==> src/rtl/fmap_addr_gen_pkg.sv <==
// Shared definitions for the feature-map address sequencer.
//   FMEM_ADDR_WIDTH : default width of feature-memory addresses
//   CNT_WIDTH       : default width of W/H counts and strides
//   ST_*            : FSM state encodings (kept as plain 2-bit constants)
package fmap_addr_gen_pkg;

  localparam int FMEM_ADDR_WIDTH = 16;
  localparam int CNT_WIDTH       = 16;

  localparam logic [1:0] ST_IDLE = 2'd0;
  localparam logic [1:0] ST_RUN  = 2'd1;
  localparam logic [1:0] ST_FIN  = 2'd2;

endpackage

==> src/rtl/fmap_addr_gen_if.sv <==
// Feature-memory read-address channel (valid/ready).
//   addr_valid : producer has an address on fmem_addr
//   addr_ready : consumer accepts the address this cycle
//   fmem_addr  : read address
//   addr_last  : final address of the sequence
interface fmap_addr_gen_if #(
  parameter int ADDR_W = 16
);

  logic              addr_valid;
  logic              addr_ready;
  logic [ADDR_W-1:0] fmem_addr;
  logic              addr_last;

  modport master (
    output addr_valid,
    output fmem_addr,
    output addr_last,
    input  addr_ready
  );

  modport slave (
    input  addr_valid,
    input  fmem_addr,
    input  addr_last,
    output addr_ready
  );

endinterface

==> src/rtl/fmap_idx_cnt.sv <==
// 2-D nested index counter (columns inner, rows outer).
//   clk, rst : clock, synchronous active-high reset
//   clear    : restart both indices at zero
//   advance  : step to the next position in raster order
//   w_max    : last column index (W_count-1)
//   h_max    : last row index (H_count-1)
//   w_last   : column index is at w_max
//   h_last   : row index is at h_max
module fmap_idx_cnt #(
  parameter int CNT_W = 16
) (
  input  logic             clk,
  input  logic             rst,
  input  logic             clear,
  input  logic             advance,
  input  logic [CNT_W-1:0] w_max,
  input  logic [CNT_W-1:0] h_max,
  output logic             w_last,
  output logic             h_last
);

  logic [CNT_W-1:0] w_idx;
  logic [CNT_W-1:0] h_idx;

  assign w_last = (w_idx == w_max);
  assign h_last = (h_idx == h_max);

  always_ff @(posedge clk) begin
    if (rst || clear) begin
      w_idx <= '0;
      h_idx <= '0;
    end else if (advance) begin
      if (!w_last) begin
        w_idx <= w_idx + CNT_W'(1);
      end else begin
        w_idx <= '0;
        // wrap the row index too after the final beat so the counter is
        // self-consistent even if advanced past the end
        h_idx <= h_last ? '0 : h_idx + CNT_W'(1);
      end
    end
  end

endmodule

==> src/rtl/fmap_addr_gen.sv <==
// Feature-map address sequencer for the matrix-MAC operation.
// Captures geometry and base address on start, then streams raster-ordered
// feature-memory read addresses over a valid/ready channel.
//   clk, rst          : clock, synchronous active-high reset
//   start             : one-cycle pulse, samples the configuration
//   abort             : cancels a running sequence (no done pulse)
//   W_count, H_count  : columns per row, rows
//   W_stride, H_stride: address step between columns / rows
//   base_addr         : feature-map base address
//   fmem              : address channel (master side)
//   busy              : sequence in progress
//   done              : one-cycle pulse on normal completion
//
// state | meaning
// IDLE  | waiting for start
// RUN   | streaming addresses
// FIN   | completion, done asserted for this one cycle
module fmap_addr_gen
  import fmap_addr_gen_pkg::*;
#(
  parameter int ADDR_W = FMEM_ADDR_WIDTH,
  parameter int CNT_W  = CNT_WIDTH
) (
  input  logic                    clk,
  input  logic                    rst,
  input  logic                    start,
  input  logic                    abort,
  input  logic [CNT_W-1:0]        W_count,
  input  logic [CNT_W-1:0]        H_count,
  input  logic [CNT_W-1:0]        W_stride,
  input  logic [CNT_W-1:0]        H_stride,
  input  logic [ADDR_W-1:0]       base_addr,
  fmap_addr_gen_if.master         fmem,
  output logic                    busy,
  output logic                    done
);

  logic [1:0]        state;
  logic [CNT_W-1:0]  w_max;
  logic [CNT_W-1:0]  h_max;
  logic [ADDR_W-1:0] w_step;
  logic [ADDR_W-1:0] h_step;
  logic [ADDR_W-1:0] row_base;
  logic [ADDR_W-1:0] addr_q;
  logic              valid_q;
  logic              w_last;
  logic              h_last;
  logic              fire;
  logic              launch;
  logic [ADDR_W-1:0] row_next;

  assign fire     = valid_q & fmem.addr_ready;
  assign launch   = (state == ST_IDLE) & start;
  assign row_next = row_base + h_step;

  fmap_idx_cnt #(
    .CNT_W (CNT_W)
  ) u_idx_cnt (
    .clk     (clk),
    .rst     (rst),
    .clear   (launch),
    .advance ((state == ST_RUN) & fire & ~abort),
    .w_max   (w_max),
    .h_max   (h_max),
    .w_last  (w_last),
    .h_last  (h_last)
  );

  always_ff @(posedge clk) begin
    if (rst) begin
      state    <= ST_IDLE;
      w_max    <= '0;
      h_max    <= '0;
      w_step   <= '0;
      h_step   <= '0;
      row_base <= '0;
      addr_q   <= '0;
      valid_q  <= 1'b0;
    end else begin
      case (state)
        ST_IDLE: begin
          if (start) begin
            w_max  <= W_count - CNT_W'(1);
            h_max  <= H_count - CNT_W'(1);
            w_step <= ADDR_W'(W_stride);
            h_step <= ADDR_W'(H_stride);
            if ((W_count == '0) || (H_count == '0)) begin
              state <= ST_FIN;
            end else begin
              row_base <= base_addr;
              addr_q   <= base_addr;
              valid_q  <= 1'b1;
              state    <= ST_RUN;
            end
          end
        end
        ST_RUN: begin
          if (abort) begin
            valid_q <= 1'b0;
            state   <= ST_IDLE;
          end else if (fire) begin
            if (!w_last) begin
              addr_q <= addr_q + w_step;
            end else if (!h_last) begin
              row_base <= row_next;
              addr_q   <= row_next;
            end else begin
              valid_q <= 1'b0;
              state   <= ST_FIN;
            end
          end
        end
        ST_FIN: begin
          state <= ST_IDLE;
        end
        default: begin
          valid_q <= 1'b0;
          state   <= ST_IDLE;
        end
      endcase
    end
  end

  assign fmem.addr_valid = valid_q;
  assign fmem.fmem_addr  = addr_q;
  assign fmem.addr_last  = valid_q & w_last & h_last;

  assign busy = (state == ST_RUN);
  // an abort landing in FIN cancels the completion pulse
  assign done = (state == ST_FIN) & ~abort;

endmodule

==> src/flat_wrapper.sv <==
// flat-port wrapper written by rule: the top's interface ports become plain ports
module fmap_addr_gen_flat import fmap_addr_gen_pkg::*;
#(
  parameter int ADDR_W = FMEM_ADDR_WIDTH,
  parameter int CNT_W  = CNT_WIDTH
)
  (clk, rst, start, abort, W_count, H_count, W_stride, H_stride, base_addr, busy, done, fmem_addr_valid, fmem_fmem_addr, fmem_addr_last, fmem_addr_ready);
  fmap_addr_gen_if #(.ADDR_W(ADDR_W)) fmem_i ();
  input  logic clk;
  input  logic rst;
  input  logic start;
  input  logic abort;
  input  logic [CNT_W-1:0] W_count;
  input  logic [CNT_W-1:0] H_count;
  input  logic [CNT_W-1:0] W_stride;
  input  logic [CNT_W-1:0] H_stride;
  input  logic [ADDR_W-1:0] base_addr;
  output logic busy;
  output logic done;
  output wire logic [$bits(fmem_i.addr_valid)-1:0] fmem_addr_valid;
  output wire logic [$bits(fmem_i.fmem_addr)-1:0] fmem_fmem_addr;
  output wire logic [$bits(fmem_i.addr_last)-1:0] fmem_addr_last;
  input wire logic [$bits(fmem_i.addr_ready)-1:0] fmem_addr_ready;
  assign fmem_addr_valid = fmem_i.addr_valid;
  assign fmem_fmem_addr = fmem_i.fmem_addr;
  assign fmem_addr_last = fmem_i.addr_last;
  assign fmem_i.addr_ready = fmem_addr_ready;
  fmap_addr_gen #(.ADDR_W(ADDR_W), .CNT_W(CNT_W)) u_core (.clk(clk), .rst(rst), .start(start), .abort(abort), .W_count(W_count), .H_count(H_count), .W_stride(W_stride), .H_stride(H_stride), .base_addr(base_addr), .fmem(fmem_i), .busy(busy), .done(done));
endmodule
==> config.mk <==
export PLATFORM = sky130hd
export DESIGN_NAME = fmap_addr_gen_flat
export DESIGN_NICKNAME = d
export VERILOG_FILES = /design/src/rtl/fmap_addr_gen_pkg.sv /design/src/rtl/fmap_addr_gen_if.sv /design/src/rtl/fmap_idx_cnt.sv /design/src/rtl/fmap_addr_gen.sv /design/src/flat_wrapper.sv
export SDC_FILE = /design/constraint.sdc
export NUM_CORES = 1
export LEC_CHECK = 0
export BUFFER_PORTS_ARGS = -buffer_cell sky130_fd_sc_hd__buf_2
export CORE_MARGIN = 4
export CORE_UTILIZATION = 63
export DETAILED_ROUTE_END_ITERATION = 16
export GPL_ROUTABILITY_DRIVEN = 0
export PLACE_DENSITY = 0.86
export SLEW_MARGIN = 30
export SYNTH_ARGS = -nofsm -noshare
export SYNTH_HDL_FRONTEND = slang
export SYNTH_HIERARCHICAL = 1
export SYNTH_SLANG_ARGS = --single-unit
==> constraint.sdc <==
create_clock -name clk -period 5.7 [get_ports clk]
set_clock_uncertainty 0.15 [all_clocks]
set_input_delay 1.425 -clock clk [delete_from_list [all_inputs] [get_ports clk]]
set_output_delay 1.425 -clock clk [all_outputs]
set_load 0.02 [all_outputs]
==> metrics, run 1 <==
Crit path largest cell delay=0.48 ns; post-CTS resize count=0; die area=14100 sq um; Area after DPL=8260 sq um; root buf cell=clkbuf_16; Remaining Overflow, GRT=0; Post-CTS Hold Buffers=0; total number of vias=7564; Max H-tree Level=4; Worst setup EP type=primary output; crit path kind=reg -> out; Final Non-Filler Cells=1213; Critical Path AT=2.71 ns; fmax=0.233 GHz; Mapped Area=7730 sq um; post-synthesis adder-cell area fraction=0.0618; vias in the first global route=7134; post-route ant nets=0; leakage power=3.74 nW; Seq cells post-synth=131; Die H=119 um; Compound-Gate Fraction of Synth Area=0.209; clock sinks=131; clock latency on the worst-skew pair=0.43 ns; TritonCTS Buffers=17; Syn-to-layout area delta=15.1%; Nets=1175; CP required=4.12 ns; DP Wirelength=14200 um; Peak VDD IR=0.283 mV; largest cells by area after synthesis=dfxtp_1 (34%), nand2_1 (7.6%), xor2_1 (6.9%); initial antenna violation count=0; fin crit share=0.752; ys async rst share=0; Max-slew headroom=0.359; IO Pins=105; CP cell instances=xor2_1, nor4_1, nand4_2, inv_2, and3_1, buf_2; post-synth top area share=0.339; simple-gate share of the synthesized area=0.233; Final min period=4.29 ns; max-slew violations=0; DR pass1 iterations=5; largest net degree at the start of global routing=87; Final WS setup=1.41 ns; Synth cell types=65; Hold Fails Final Rpt=0; pwr dens=298 nW/um^2; Setup Slack @ Placement=1.46 ns; largest family of logic cells by synthesized area=simple AND/OR/NAND/NOR gates; diode count=0; post-DR wirelength/cell=16.9 um; CP max-delay cell=nand4_2; Mean Syn Cell Area=7.94 sq um; Mapped Nets=1095; first-pass GRT wire length=33400 um; Primary FF master, synth=dfxtp_1; Startpoint Class=register; max-capacitance violation count=0; Clock Path Buffers=2; clk slew on worst S/H paths=0.06 ns; final setup vio count=0; RSZ-0062 raised after global routing=false; Seq. cell area=2620 sq um; Synth warnings=6; # fillers=933; worst-margin pin slew=0.961 ns; combined area of the multi-input logic cells=4790 sq um; layout cell share with drive strength beyond 1=0.157; Critical Path Fanout Max=17; DRT Wirelength=20500 um; final instance area=8900 sq um; multiplexer area fraction after synthesis=0.00777; Setup Fix Bufs, Post-CTS=0; dpl cells=1181; GR Util All Layers=0.288; sequential fraction of the synthesis area=0.339; XOR/XNOR share of the synthesized area=0.109; die width=119 um; top-count cell post-synth=nand2_1; Starting Density=0.644; Post-route DRC=0; drt via density=6.24; Final TNS setup=0 ns; CTS tree=done; Post-synth EDFFs=0; Worst Hold Class=reg -> reg; cell taking the most area after synthesis=dfxtp_1; list of most frequent post-synthesis cells=nand2_1 (157), dfxtp_1 (131), nor2_1 (106); Post-Synthesis Cells=973; Site Rows=40; hold slack=0.302 ns; Starting DRT DRC Count=854; status=finished, final reports clean; Core Region=12000 sq um; # port buffers=104
[layout make-up]
cell class                      instances  share of cell area
Multi-Input combinational cell        769               0.539
Sequential cell                       131               0.295
Timing Repair Buffer                  110              0.0639
Clock buffer                           23              0.0549
Tap cell                              147              0.0207
Clock inverter                          9              0.0169
Inverter                               24              0.0101
[power breakdown]
part,internal (mW),total [mW],switching (mW),leakage (nW)
clock,0.776,1.17,0.397,0.309
combinational,0.171,0.453,0.282,2.36
sequential,0.976,1.02,0.0475,1.07
[per-stage QoR]
stage / power [mW] / util
2_1_floorplan: 1.35 / -
3_3_place_gp: 1.47 / 0.687
3_5_place_dp: 1.48 / 0.687
4_1_cts: 2.65 / 0.740
5_1_grt: 2.75 / 0.741
6_report: 2.65 / 0.741
[layout by cell type, fill, tap and decap left out, types with 6 or more instances in the layout]
cell type / n
buf_2: 103
o211ai_1: 11
mux2i_1: 6
nand4_1: 18
a31oi_1: 7
nor2_1: 105
inv_1: 21
a21o_1: 10
nor4_1: 15
xnor2_1: 35
clkbuf_16: 17
nand2_1: 157
o22ai_1: 14
ha_1: 35
o21ai_0: 33
a21oi_1: 68
nor3_1: 24
dfxtp_1: 131
a211oi_1: 48
xor2_1: 61
or3_1: 19
buf_4: 7
nand3_1: 23
[flip-flops by register name (all words and copies together) (netlist names)]
signal                  flops
u_core/fmem.fmem_addr      16
u_core/h_max               16
u_core/h_step              16
u_core/row_base            16
u_core/u_idx_cnt/h_idx     16
u_core/u_idx_cnt/w_idx     16
u_core/w_max               16
u_core/w_step              16
u_core/state                2
u_core/fmem.addr_valid      1
[critical path: cells and delay by family (launching register included)]
| kind | cells | cell delay, ns |
|---|---|---|
| buffers and inverters | 2 | 0.63 |
| XOR/XNOR | 1 | 0.18 |
| flip-flops | 1 | 0.36 |
| AND/OR/NAND/NOR | 3 | 1.11 |
[layer usage]
metal / track usage / part of all wire / routed length, um / vias to the layer above
li1: - / - / - / 3641
met1: 0.348 / 0.41 / 8460 / 3543
met2: 0.496 / 0.49 / 10100 / 325
met3: 0.0660 / 0.064 / 1300 / 55
met4: 0.107 / 0.029 / 584 / 0
met5: 0 / 0 / 0 / -
[worst paths after layout]
path                        startpoint                  to  slack [ns]  depth (start not counted)
max          u_core/u_idx_cnt/w_idx[7]      fmem_addr_last        1.41                          6
min                    u_core/state[1]     u_core/state[1]        0.30                          1
max reg2reg  u_core/u_idx_cnt/w_idx[7]  u_core/row_base[7]        2.18                         10
min reg2reg            u_core/state[1]     u_core/state[1]        0.30                          1
[cells by family (layout without fill, tap and decap cells)]
group | after synthesis | count (layout)
multiplexers | 6 | 6
adder cells (fa/ha/maj) | 37 | 37
XOR/XNOR | 96 | 96
flip-flops | 131 | 131
buffers and inverters | 73 | 166
AND/OR/NAND/NOR | 394 | 394
AO/OA/AOI/OAI | 236 | 236
Power figures use the tool's default switching activity.
==> run 2: changes to the inputs <==
--- a/config.mk
+++ b/config.mk
@@ -7,10 +7,10 @@
 export LEC_CHECK = 0
 export BUFFER_PORTS_ARGS = -buffer_cell sky130_fd_sc_hd__buf_2
 export CORE_MARGIN = 4
-export CORE_UTILIZATION = 63
+export CORE_UTILIZATION = 53
 export DETAILED_ROUTE_END_ITERATION = 16
 export GPL_ROUTABILITY_DRIVEN = 0
-export PLACE_DENSITY = 0.86
+export PLACE_DENSITY = 0.77
 export SLEW_MARGIN = 30
 export SYNTH_ARGS = -nofsm -noshare
 export SYNTH_HDL_FRONTEND = slang
==> constraint.sdc (replaced) <==
create_clock -name clk -period 3.8 [get_ports clk]
set_clock_uncertainty 0.15 [all_clocks]
set_input_delay 0.95 -clock clk [delete_from_list [all_inputs] [get_ports clk]]
set_output_delay 0.95 -clock clk [all_outputs]
set_load 0.02 [all_outputs]
==> metrics, run 2 (synthesis gave the netlist of run 1 again) <==
Starting DRT DRC Count=670 (-22%); post-CTS resize count=0 (unchanged); post-route ant nets=0 (unchanged); TritonCTS Buffers=17 (unchanged); Post-route DRC=0 (unchanged); first-pass GRT wire length=33900 um (+1.4%); clk slew on worst S/H paths=0.06 ns (about the same); total number of vias=7383 (-2.4%); Critical Path Sink=fmem_addr_last; Setup Slack @ Placement=0.336 ns (-1.13 ns); Core Region=14100 sq um (+17%); post-DR wirelength/cell=16.3 um (-3.2%); Final TNS setup=0 ns (unchanged); worst-margin pin slew=0.981 ns (+0.0202 ns); clock sinks=131 (unchanged); diode count=0 (unchanged); final setup vio count=0 (unchanged); Max-slew headroom=0.345 (-0.0142); root buf cell=clkbuf_16; Peak VDD IR=0.332 mV (+17%); Remaining Overflow, GRT=0 (unchanged); commonest cells after routing, fill and taps aside=nand2_1 (157), dfxtp_1 (131), nor2_1 (105); DR pass1 iterations=5 (unchanged); drt via density=5.87 (-5.8%); flop-to-flop setup slack=0.68 ns (-1.50 ns); CP required=2.70 ns (-1.42 ns); Final min period=3.41 ns; fin crit share=0.898; Max H-tree Level=4 (unchanged); Startpoint Class=register; Clock Path Buffers=2 (unchanged); clock latency on the worst-skew pair=0.42 ns (about the same); DRT Wirelength=20500 um (+0.35%); max-slew violations=0 (unchanged); Worst setup EP type=primary output; pwr dens=437 nW/um^2 (+47%); Critical Path AT=2.31 ns (-0.40 ns); RSZ-0062 raised after global routing=false; dpl cells=1225 (+3.7%); Starting Density=0.548 (-0.0952); Hold Fails Final Rpt=0 (unchanged); IO Pins=105 (unchanged); initial antenna violation count=0 (unchanged); Final WS setup=0.388 ns (-1.02 ns); Worst Hold Class=reg -> reg; Final Non-Filler Cells=1257 (+3.6%); FF-to-FF path depth=8 (-2); Nets=1186 (+0.94%); CTS tree=done; Setup Fix Bufs, Post-CTS=0 (unchanged); crit path kind=reg -> out; status=finished, final reports clean; worst r2r src=u_core/u_idx_cnt/w_idx[7]; FF-to-FF End=u_core/row_base[0]; leading cell type in the layout, fill and taps excluded=nand2_1; GR Util All Layers=0.252 (-0.0357); Hold Path Origin=u_core/state[1]; Syn-to-layout area delta=16.5%; DP Wirelength=14800 um (+4.3%); vias in the first global route=7005 (-1.8%); Critical path origin=u_core/u_idx_cnt/w_idx[7]; fmax=0.293 GHz; die area=16600 sq um (+18%); Post-CTS Hold Buffers=0 (unchanged); max-capacitance violation count=0 (unchanged); # port buffers=104 (unchanged); largest net degree at the start of global routing=78 (-10%); die width=129 um (+8.4%); Critical Path Fanout Max=16 (-1); Site Rows=43 (+7.5%); layout cell share with drive strength beyond 1=0.166 (+0.00954); leakage power=3.79 nW (+1.4%); Die H=129 um (+8.4%); final core utilization=0.639 (-0.102)
-- run 2: cell types whose count changed in the layout (fill, tap and decap cells not counted), sizes merged --
cell / change
buf: +11
clkinv: +3
clkinvlp: -1
clkbuf: -2
-- run 2: layout make-up --
| type | instances | area (sq um) |
|---|---|---|
| timing repair buffer | 121 | 651 |
| fill | 1263 | 5090 |
| sequential | 131 | 2620 |
| multi-input combinational | 769 | 4800 |
| clock inverter | 11 | 158 |
| tap | 180 | 225 |
| clock buffer | 21 | 460 |
| inverter | 24 | 90.1 |
-- run 2: per-layer routing --
layer  routed length, um  vias up  GRT usage
li1                    -     3655          -
met1                8820     3415      0.319
met2                9970      265      0.425
met3                1180       48     0.0535
met4                 574        0     0.0889
met5                   0        -          0
-- run 2: worst min-delay path by stage --
stage / endpoint / slack, ns / depth (start not counted)
6_report: u_core/state[1] / 0.31 / 1
5_1_grt: u_core/w_step[4] / 0.33 / 2
4_1_cts: u_core/state[1] / 0.31 / 1
3_5_place_dp: u_core/state[1] / 0.30 / 1
3_3_place_gp: u_core/state[1] / 0.29 / 1
2_1_floorplan: u_core/state[1] / 0.27 / 1
-- run 2: stage by stage --
| step | power [mW] | area [sq um] | hold slack, ns |
|---|---|---|---|
| after global placement | 2.22 | 8380 | 0.294 |
| final | 3.94 | 9000 | 0.309 |
| after global routing | 4.10 | 9000 | 0.333 |
| after detailed placement | 2.23 | 8380 | 0.298 |
| after floorplan | 2.02 | 7730 | 0.269 |
| after CTS | 3.96 | 9000 | 0.306 |
-- run 2: worst max-delay path: stages, from the launching register on --
cell     delay, ns
dfxtp_1       0.35
xor2_1        0.17
nor4_1        0.41
nand4_2       0.19
inv_2         0.30
and3_1        0.28
buf_2         0.19
-- run 2: report_power, final --
part           internal, mW  switching (mW)
sequential             1.46          0.0698
clock                  1.12           0.598
combinational         0.262           0.420
total                  2.85            1.09
==> run 3: changes to the inputs <==
--- a/config.mk
+++ b/config.mk
@@ -5,12 +5,12 @@
 export SDC_FILE = /design/constraint.sdc
 export NUM_CORES = 1
 export LEC_CHECK = 0
-export BUFFER_PORTS_ARGS = -buffer_cell sky130_fd_sc_hd__buf_2
 export CORE_MARGIN = 4
-export CORE_UTILIZATION = 53
+export CORE_UTILIZATION = 58
 export DETAILED_ROUTE_END_ITERATION = 16
+export DONT_BUFFER_PORTS = 1
 export GPL_ROUTABILITY_DRIVEN = 0
-export PLACE_DENSITY = 0.77
+export PLACE_DENSITY = 0.76
 export SLEW_MARGIN = 30
 export SYNTH_ARGS = -nofsm -noshare
 export SYNTH_HDL_FRONTEND = slang
==> metrics, run 3 (synthesis gave the netlist of run 1 again) <==
Worst Hold Class=reg -> reg; first-pass GRT wire length=32000 um (-5.5%); Remaining Overflow, GRT=0 (unchanged); Critical Path Fanout Max=17 (+1); pwr dens=455 nW/um^2 (+4.0%); fin crit share=0.863 (-0.0351); leading cell type in the layout, fill and taps excluded=nand2_1; root buf cell=clkbuf_16; die width=123 um (-4.1%); clock sinks=131 (unchanged); GR Util All Layers=0.267 (+0.0155); initial antenna violation count=0 (unchanged); # port buffers=0 (-100%); fmax=0.305 GHz (+4.1%); TritonCTS Buffers=17 (unchanged); Max-slew headroom=0.506 (+0.161); layout cell share with drive strength beyond 1=0.0761 (-0.0901); Syn-to-layout area delta=9.57%; DRT Wirelength=19900 um (-3.3%); final setup vio count=0 (unchanged); leakage power=3.35 nW (-12%); Max H-tree Level=4 (unchanged); Post-route DRC=0 (unchanged); max-slew violations=0 (unchanged); post-route ant nets=0 (unchanged); CTS tree=done; Starting DRT DRC Count=672 (+0.30%); die area=15200 sq um (-8.1%); post-CTS resize count=0 (unchanged); diode count=0 (unchanged); max-capacitance violation count=0 (unchanged); drt via density=6.04 (+2.8%); Final WS setup=0.521 ns (+0.133 ns); RSZ-0062 raised after global routing=false; Setup Slack @ Placement=0.462 ns (+0.127 ns); status=finished, final reports clean; Worst setup EP type=primary output; Site Rows=41 (-4.7%); vias in the first global route=6399 (-8.7%); Final min period=3.28 ns (-0.133 ns); clk slew on worst S/H paths=0.06 ns (about the same); Core Region=12800 sq um (-9.0%); DR pass1 iterations=6 (+1); commonest cells after routing, fill and taps aside=nand2_1 (157), dfxtp_1 (131), nor2_1 (105); Post-CTS Hold Buffers=0 (unchanged); hold slack=0.307 ns (-0.00134 ns); Peak VDD IR=0.345 mV (+3.9%); Setup Fix Bufs, Post-CTS=0 (unchanged); Die H=123 um (-4.1%); total number of vias=6910 (-6.4%); worst-margin pin slew=0.736 ns (-0.246 ns); clock latency on the worst-skew pair=0.43 ns (about the same); total chip power=3.85 mW (-2.2%); largest net degree at the start of global routing=99 (+27%); Startpoint Class=register; post-DR wirelength/cell=17.4 um (+6.3%); Hold Fails Final Rpt=0 (unchanged); IO Pins=105 (unchanged); Clock Path Buffers=2 (unchanged); DP Wirelength=14100 um (-4.8%); crit path kind=reg -> out; Critical Path AT=2.18 ns (-0.13 ns); CP required=2.70 ns (about the same); Starting Density=0.603 (+0.0544); Nets=1081 (-8.9%); Final TNS setup=0 ns (unchanged)
run 3: cell count changes in the layout (fill, tap and decap cells not counted):
cell,change
clkbuf_8,+3
clkbuf_1,-1
inv_2,-1
bufinv_16,-1
buf_6,+1
clkinv_2,-1
nor3_2,-1
buf_4,-3
nor3_1,+1
buf_2,-103
clkinvlp_4,+1
run 3: worst paths after layout:
| check | depth (start not counted) | slack, ns | end | startpoint |
|---|---|---|---|---|
| worst max-delay path | 6 | 0.52 | fmem_addr_last | u_core/u_idx_cnt/w_idx[3] |
| worst min-delay path | 2 | 0.31 | u_core/w_step[6] | u_core/w_step[6] |
| worst max register to register | 10 | 0.91 | u_core/fmem.fmem_addr[12] | u_core/h_step[0] |
| worst min register to register | 2 | 0.31 | u_core/w_step[6] | u_core/w_step[6] |
run 3: final cells by class:
| type | count | area (sq um) |
|---|---|---|
| Sequential cell | 131 | 2620 |
| Timing Repair Buffer | 16 | 124 |
| Inverter | 24 | 91.3 |
| Clock buffer | 23 | 498 |
| Tap cell | 172 | 215 |
| Clock inverter | 9 | 125 |
| Multi-Input combinational cell | 769 | 4790 |
| Fill cell | 1091 | 4360 |
run 3: metal layers:
| layer | share of wire | up-vias | GRT usage |
|---|---|---|---|
| met5 | 0 | - | 0 |
| met4 | 0.024 | 0 | 0.105 |
| met3 | 0.071 | 37 | 0.0741 |
| met2 | 0.46 | 226 | 0.426 |
| met1 | 0.45 | 3189 | 0.344 |
| li1 | - | 3458 | - |
run 3: metrics by stage:
stage / util / std cells / area, sq um
2_1_floorplan: - / 973 / 7730
3_3_place_gp: 0.611 / 1112 / 7840
3_5_place_dp: 0.611 / 1112 / 7840
4_1_cts: 0.660 / 1144 / 8460
5_1_grt: 0.660 / 1144 / 8470
6_report: 0.660 / 1144 / 8470
run 3: worst max-delay path, stage by stage (launching register included):
cell and delay (ns):
dfxtp_1 0.47, xor2_1 0.11, nor4_1 0.39, nand4_2 0.15, buf_4 0.24, inv_2 0.08, and3_1 0.31
run 3: where the power goes:
group          leakage, nW  total, mW  switching (mW)  internal, mW
combinational         1.97      0.566           0.345         0.222
clock                0.305       1.73           0.613          1.11
sequential            1.07       1.56          0.0947          1.46
